## src/rtl/sha256_pkg.sv

```systemverilog
// Shared SHA-256 definitions: word/window geometry, schedule modes and the
// small sigma functions used by the message schedule and compression stages.
package sha256_pkg;

   localparam int WORD_W    = 32;
   localparam int WIN_WORDS = 16;
   localparam int WIN_W     = WORD_W * WIN_WORDS;
   localparam int T_W       = 6;

   // Schedule expansion modes; reserved behaves like full expansion.
   typedef enum logic [1:0] {
      MODE_FULL      = 2'd0,
      MODE_NO_S0     = 2'd1,
      MODE_NO_S0_W16 = 2'd2,
      MODE_RSVD      = 2'd3
   } w_mode_e;

   function automatic logic [WORD_W-1:0] rotr(input logic [WORD_W-1:0] x, input int unsigned n);
      return (x >> n) | (x << (WORD_W - n));
   endfunction

   function automatic logic [WORD_W-1:0] ssig0(input logic [WORD_W-1:0] x);
      return rotr(x, 7) ^ rotr(x, 18) ^ (x >> 3);
   endfunction

   function automatic logic [WORD_W-1:0] ssig1(input logic [WORD_W-1:0] x);
      return rotr(x, 17) ^ rotr(x, 19) ^ (x >> 10);
   endfunction

endpackage

```

## src/rtl/sha256_w_word.sv

```systemverilog
// Single-word combinational schedule expander with term-dropping modes.
module sha256_w_word
   import sha256_pkg::*;
(
   input  logic [WORD_W-1:0] w_m2,
   input  logic [WORD_W-1:0] w_m7,
   input  logic [WORD_W-1:0] w_m15,
   input  logic [WORD_W-1:0] w_m16,
   input  logic [1:0]        mode,
   input  logic              in_range,
   output logic [WORD_W-1:0] w_new
);

   logic [WORD_W-1:0] s0_term;
   logic [WORD_W-1:0] w16_term;

   // Select the optional terms per mode, then sum; words past t=63 are zero.
   always_comb begin
      s0_term  = ssig0(w_m15);
      w16_term = w_m16;
      case (w_mode_e'(mode))
         MODE_NO_S0: begin
            s0_term = '0;
         end
         MODE_NO_S0_W16: begin
            s0_term  = '0;
            w16_term = '0;
         end
         default: begin
         end
      endcase
      w_new = in_range ? (ssig1(w_m2) + w_m7 + s0_term + w16_term) : '0;
   end

endmodule

```

## src/rtl/sha256_w_sched_stage.sv

```systemverilog
// SHA-256 message-schedule pipeline stage: expands NEW_W words from a
// 16-word sliding window and registers the shifted window behind a
// valid/ready handshake with a one-entry skid buffer.
module sha256_w_sched_stage
   import sha256_pkg::*;
#(
   parameter int NEW_W = 1,
   parameter int TAG_W = 8
) (
   input  logic             CLK,
   input  logic             RST,
   input  logic             in_valid,
   output logic             in_ready,
   input  logic [WIN_W-1:0] in_win,
   input  logic [T_W-1:0]   in_t,
   input  logic [1:0]       in_mode,
   input  logic [TAG_W-1:0] in_tag,
   output logic             out_valid,
   input  logic             out_ready,
   output logic [WIN_W-1:0] out_win,
   output logic [T_W-1:0]   out_t,
   output logic [1:0]       out_mode,
   output logic [TAG_W-1:0] out_tag,
   output logic             out_last
);

   localparam int PAY_W = WIN_W + T_W + 2 + 1 + TAG_W;

   // ext[0..15] is the incoming window, ext[16+k] the k-th new word.
   logic [WORD_W-1:0] ext [WIN_WORDS+NEW_W];
   logic [WIN_W-1:0]  new_win;
   logic [T_W:0]      t_sum;
   logic [T_W-1:0]    new_t;
   logic              new_last;
   logic [PAY_W-1:0]  new_pay;

   genvar gj, gk;
   generate
      for (gj = 0; gj < WIN_WORDS; gj++) begin : g_unpack
         assign ext[gj] = in_win[WIN_W-1-WORD_W*gj -: WORD_W];
      end

      for (gk = 0; gk < NEW_W; gk++) begin : g_chain
         logic [T_W:0] idx;
         logic         in_range;
         assign idx      = {1'b0, in_t} + (T_W+1)'(gk);
         assign in_range = (idx <= (T_W+1)'(63));
         sha256_w_word u_word (
            .w_m2     (ext[14+gk]),
            .w_m7     (ext[9+gk]),
            .w_m15    (ext[1+gk]),
            .w_m16    (ext[gk]),
            .mode     (in_mode),
            .in_range (in_range),
            .w_new    (ext[WIN_WORDS+gk])
         );
      end

      for (gj = 0; gj < WIN_WORDS; gj++) begin : g_pack
         assign new_win[WIN_W-1-WORD_W*gj -: WORD_W] = ext[NEW_W+gj];
      end
   endgenerate

   // t_sum reaching 64 means word 63 was produced; out_t saturates there.
   assign t_sum    = {1'b0, in_t} + (T_W+1)'(NEW_W);
   assign new_last = t_sum[T_W];
   assign new_t    = t_sum[T_W] ? {T_W{1'b1}} : t_sum[T_W-1:0];
   assign new_pay  = {new_win, new_t, in_mode, new_last, in_tag};

   logic             out_valid_q, out_valid_d;
   logic             skid_valid_q, skid_valid_d;
   logic [PAY_W-1:0] out_pay_q, out_pay_d;
   logic [PAY_W-1:0] skid_pay_q, skid_pay_d;
   logic             in_fire;

   assign in_ready = ~skid_valid_q;
   assign in_fire  = in_valid & in_ready;

   // Output register refills from skid first, then from input; a stalled
   // output diverts an accepted input into the skid entry.
   always_comb begin
      out_valid_d  = out_valid_q;
      out_pay_d    = out_pay_q;
      skid_valid_d = skid_valid_q;
      skid_pay_d   = skid_pay_q;
      if (!out_valid_q || out_ready) begin
         if (skid_valid_q) begin
            out_valid_d  = 1'b1;
            out_pay_d    = skid_pay_q;
            skid_valid_d = 1'b0;
         end else if (in_fire) begin
            out_valid_d = 1'b1;
            out_pay_d   = new_pay;
         end else begin
            out_valid_d = 1'b0;
         end
      end else if (in_fire) begin
         skid_valid_d = 1'b1;
         skid_pay_d   = new_pay;
      end
   end

   // State registers with asynchronous active-low clear.
   always_ff @(posedge CLK or negedge RST) begin
      if (!RST) begin
         out_valid_q  <= 1'b0;
         skid_valid_q <= 1'b0;
         out_pay_q    <= '0;
         skid_pay_q   <= '0;
      end else begin
         out_valid_q  <= out_valid_d;
         skid_valid_q <= skid_valid_d;
         out_pay_q    <= out_pay_d;
         skid_pay_q   <= skid_pay_d;
      end
   end

   assign out_valid = out_valid_q;
   assign {out_win, out_t, out_mode, out_last, out_tag} = out_pay_q;

endmodule

```

## config.mk

```make
export PLATFORM = sky130hd
export DESIGN_NAME = sha256_w_sched_stage
export DESIGN_NICKNAME = d
export VERILOG_FILES = /design/src/rtl/sha256_pkg.sv /design/src/rtl/sha256_w_word.sv /design/src/rtl/sha256_w_sched_stage.sv
export SDC_FILE = /design/constraint.sdc
export NUM_CORES = 2
export LEC_CHECK = 0
export ABC_AREA = 1
export ABC_CLOCK_PERIOD_IN_PS = 3900
export CORE_AREA = 2 2 417 419
export CTS_CLUSTER_SIZE = 8
export DETAILED_ROUTE_END_ITERATION = 8
export DIE_AREA = 0 0 419 421
export GPL_ROUTABILITY_DRIVEN = 0
export PLACE_DENSITY = 0.59
export SLEW_MARGIN = 25
export SYNTH_ARGS = -nofsm -noshare
export SYNTH_HDL_FRONTEND = slang
export SYNTH_HIERARCHICAL = 1
export SYNTH_SLANG_ARGS = --single-unit
```

## constraint.sdc

```tcl
create_clock -name CLK -period 3.9 [get_ports CLK]
set_input_delay 0.78 -clock CLK [delete_from_list [all_inputs] [get_ports CLK]]
set_output_delay 0.78 -clock CLK [all_outputs]
set_load 0.01 [all_outputs]
```

---- Word level (Yosys, flattened, before mapping) ----
Index checks and enable logic that the tools add are counted.
word-level totals
  bits in registers ....................... 1060
  output and inout port bits .............. 531
operators by class
  bitwise logic cells ..................... 11
  reduce and logical (&&, ||, !) cells .... 7
  mux-type cells .......................... 10
  magnitude comparators ................... 1
  $add $sub $neg .......................... 4
  eq/ne operators ......................... 2
operators with widths
  kind                 number
  $mux 529             2
  $add 32x32->32       3
  $mux 32              3
  $xor 32x32->32       2
  $or 13x32->32        1
  $or 14x32->32        1
  $or 15x32->32        1
  $or 25x32->32        1
  $xor 32x22->32       1
  $xor 32x29->32       1
  $add 6x1->7 const B  1
  $le 6x6->1 const B   1
  $mux 6               1
  $mux 1               4
  $reduce_and 2->1     2
  $reduce_bool 2->1    2
  $eq 2x1->1 const B   1
  $eq 2x2->1 const B   1
  $not 1->1            2
  $reduce_or 2->1      1
  $and 1x1->1          1
  $logic_not 1->1      1
  $logic_or 1x1->1     1

---- Longest topological paths before layout ----
  word-level depth ........................ 9
  depth in mapped cells ................... 24

---- Modules after synthesis ----
Netlist, hierarchy kept.
by module, submodules not included
  module                times used  cells each  area each (um2)
  sha256_w_sched_stage  1           5153        43545.5
  sha256_w_word         1           954         5634.2

---- Worst setup path after synthesis ----
Ideal clock, no wire load.
  path type ............................... input-to-reg
  start ................................... input port in_mode[0]
  end ..................................... register out_pay_q[42]
  data arrival time ....................... 4401 ps
  required time ........................... 3818 ps
  slack ................................... -583 ps
  setup time .............................. 82 ps
  path buffers ............................ 2
  stages on the path ...................... 23
  path through ............................ inv_1 -> ha_1 -> inv_1 -> clkbuf_1 -> buf_1 -> nand2_1 -> fa_1 -> inv_1 -> fa_1 -> ha_1 -> inv_1 -> fa_1 -> inv_1 -> nand3_1 -> nand3_1 -> nand2_1 -> nand2_1 -> nand2_1 -> nand4_1 -> nand2_1 -> nor2_1 -> nand2_1 -> a31oi_1
RTL lines
  element               line                         RTL
  from (decl)           sha256_w_sched_stage.sv:16   input logic [1:0] in_mode,
  to (signal assigned)  sha256_w_sched_stage.sv:113  out_pay_q <= out_pay_d;
  to (decl)             sha256_w_sched_stage.sv:72   logic [PAY_W-1:0] out_pay_q, out_pay_d;

==> flow_summary_export.csv <==
group,metric,value,unit
status,outcome,"completed",
sta,slew_viol_final,0,
routing,drc,0,
finish,final_layout_size_suffix_gt1_share,9.271,%
grt,grt_pass1_wl,291100,microns
sta,worst_slew_pin_slew,1102,ps
synth,synthSimpleGateAreaFrac,28.18,%
synth,synth_ff_type,"dfrtp_1",
sta,rsz0062_at_grt,"yes",
power_and_ir_drop,pwr-share-clk,30.6,%
synth,synth_area_leader_cell,"dfrtp_1",
clock_network,htreeDepth,4,
critical_path,cp.required,4620,ps
routing,drt_iter0_drc,3651,
power_and_ir_drop,p_comb_share,32.5,%
finish,final_core_util,40.39,%
critical_path,worstPathMaxFanout,6,
grt,grt_max_degree,195,
sta,fin_crit_sh,97.02,%
synth,async_flop_share,100.0,%
power_and_ir_drop,p_per_area,574.6,nW/um^2
critical_path,worstSetupStartpointType,"input pin",
floorplan,core.rowCount,153,
clock_network,clock_latency,800,ps
power_and_ir_drop,power_leakage,32.85,nW
floorplan,die_h,421,microns
worst_hold_path,hold_class,"input pin to flip-flop",
floorplan,io_pins,1063,
clock_network,ctsRootBufferMaster,"clkbuf_16",
placement,io_buffers,1062,
synth,syn_area,49180,sq um
finish,layout_common_cells,"nand2_1 (2882), dfrtp_1 (1059), clkdlybuf4s50_1 (1048)",
synth,syn_inst,6107,
synth,synth.area.mux_share,0,%
finish,final_common_cell,"nand2_1",
routing,routed_via_density,4.721,
synth,synth_top_family_by_area,"simple AND/OR/NAND/NOR gates",
floorplan,die_w,419,microns
grt,overflow,0,
synth,synth-xor-area-share,1.549,%
routing,wl_met3,15200,microns
routing,first_pass_iters,8,
power_and_ir_drop,vdd_drop_max,0.0004620,V
grt,grt_usage,21.95,%
clock_network,clk_pin_slew_worst_paths,50,ps
finish,syn_to_final_growth,41.66,%
critical_path,cp-end-kind,"flip-flop",
run,drv_cap,0,
critical_path,arrival,4510,ps
synth,synth_compound_area_share,7.495,%
sta,period_minus_slack,3784,ps
synth,ys_warn_count,6,
synth,ys_ff_latch,1060,
routing,routed_wl,198100,microns
floorplan,die_area,176400,sq um
sta,whs,304.9,ps
sta,finalSetupViolCount,0,
grt,grt_pass1_vias,44020,
synth,ys_seq_area_share,53.94,%
finish,fin_nets,7903,
clock_network,cts_sinks,1060,
synth,synth_area_leaders,"dfrtp_1 (54%), nand2_1 (22%), a31oi_1 (6.7%)",
routing,vias,45610,
sta,hold_viol,0,
routing,routed.top_layer,"met5",
sta,fmax,264.3,MHz
grt,antenna_found_initial,53,
clock_network,cts_inserted_buffers,153,
synth,synth_cell_types,34,
floorplan,coreArea,172500,sq um
clock_network,ctsLongestPathBuffers,3,
synth,synth_top_area_share,53.94,%
power_and_ir_drop,internal_power,0.02647,W
critical_path,crit_type,"input pin to flip-flop",
synth,synthAdderAreaFrac,3.363,%
synth,avgSynthCellArea,8.053,sq um
clock_network,cts_tree,"yes",
routing,ant_nets,0,
sta,relSlewSlack,26.54,%
power_and_ir_drop,power_frac_seq,36.9,%
power_and_ir_drop,netSwitchingFraction,33.88,%
routing,drt-met1-wl,75940,microns
synth,synth_edf_count,0,
power_and_ir_drop,p_sw,0.01356,W
routing,wl_met2,94550,microns
placement,dpl.hpwl,142100,microns
routing,wire_per_inst,20.50,microns
sta,worst_clock_skew,27.37,ps
floorplan,initial_utilization,28.51,%
## Yosys cell counts, types with 3 or more instances
cell / instances
xnor2_1: 55
nand4_1: 5
nand2_1: 2907
nand3_1: 57
or2_2: 28
xor2_1: 32
nor2_1: 602
clkbuf_1: 172
nand2_2: 11
buf_6: 11
a31oi_1: 524
nand3_2: 5
ha_1: 33
fa_1: 62
buf_2: 166
inv_1: 272
o21bai_1: 4
o21ai_0: 27
a21oi_1: 46
dfrtp_1: 1060
buf_1: 8
nor2_2: 5
inv_2: 3
## sequential cells by signal (all words and copies together) (netlist names)
name,flops
skid_valid_q,1
skid_pay_q,529
out_valid,1
out_pay_q,529
## cell type report
class	count	area [sq um]
Timing Repair Buffer	1372	14030
Tap cell	2325	2909
Clock buffer	163	3916
Clock inverter	18	339.1
Antenna cell	34	85.08
Inverter	276	1071
Sequential cell	1060	26530
Fill cell	17070	102800
Multi-Input combinational cell	4413	20780
## path summary, 6_finish.rpt
| kind | startpoint | to | slack (ps) | cells past startpoint |
|---|---|---|---|---|
| worst max register to register | skid_valid_q$_DFFE_PN0P_ | out_pay_q[268]$_DFFE_PN0P_ | 1060 | 4 |
| worst min-delay path | in_mode[0] | skid_pay_q[9]$_DFFE_PN0P_ | 300 | 3 |
| worst max-delay path | in_win[475] | out_pay_q[33]$_DFFE_PN0P_ | 120 | 21 |
| max in group asynchronous | RST | skid_pay_q[238]$_DFFE_PN0P_ | 2120 | 3 |
| min in group asynchronous | RST | out_pay_q[51]$_DFFE_PN0P_ | 600 | 2 |
| worst min register to register | skid_pay_q[40]$_DFFE_PN0P_ | skid_pay_q[40]$_DFFE_PN0P_ | 460 | 2 |
## power by group through the flow
stage	Combinational (W)	Sequential, W	Clock (W)
finish	0.0130	0.0148	0.0123
global route	0.0142	0.0150	0.0130
CTS	0.0122	0.0148	0.0126
detailed placement	0.0121	0.0149	0
global placement	0.0120	0.0148	0
floorplan	0.00523	0.0152	0
## kinds of logic after synthesis
kind of cell	Yosys count
XOR/XNOR	87
AND/OR/NAND/NOR	3626
buffers and inverters	635
adder cells (fa/ha/maj)	95
AO/OA/AOI/OAI	603
other	1
flip-flops	1060
## repair_timing
action                                  4_1_cts  5_1_grt
hold buffers                                  1        0
resized for setup                             9      163
endpoints found under the setup margin       38       50
endpoints found under the hold margin         4        0
pin swaps                                     0       52
buffers inserted                              2        2
## per-layer routing
layer | vias to the layer above | global-route usage, %
met3 | 423 | 6.077
met2 | 1639 | 35.74
li1 | 21520 | -
met1 | 22000 | 25.89
met4 | 36 | 12.69
met5 | - | 0
## stage by stage
stage / instance area, sq um / power [W] / std cells / worst slack [ps] / setup TNS, ps
final: 69670 / 0.04003 / 9661 / 116.3 / 0
after global routing: 69660 / 0.04231 / 9658 / -17.21 / -36.05
after CTS: 68740 / 0.03956 / 9624 / 0.05240 / 0
after detailed placement: 64420 / 0.02704 / 9440 / -1229 / -55160
after global placement: 64420 / 0.02684 / 9440 / -1161 / -52850
after floorplan: 49250 / 0.02039 / 6108 / -21.18 / -21.18
## worst max-delay path: stages
cell and delay [ps]:
clkdlybuf4s50_1 510, buf_12 150, xnor2_2 110, inv_1 70, or2_2 280, nand3_2 80
fa_1 430, inv_2 80, fa_1 450, ha_4 280, nand2_1 60, nand2_1 90
a21oi_2 210, buf_4 140, o21bai_2 70, a21oi_1 160, nor2_1 60, nor2_1 100
buf_4 130, nand2_1 50, a31oi_1 190
Note: power is estimated with default switching activity, not from simulation.
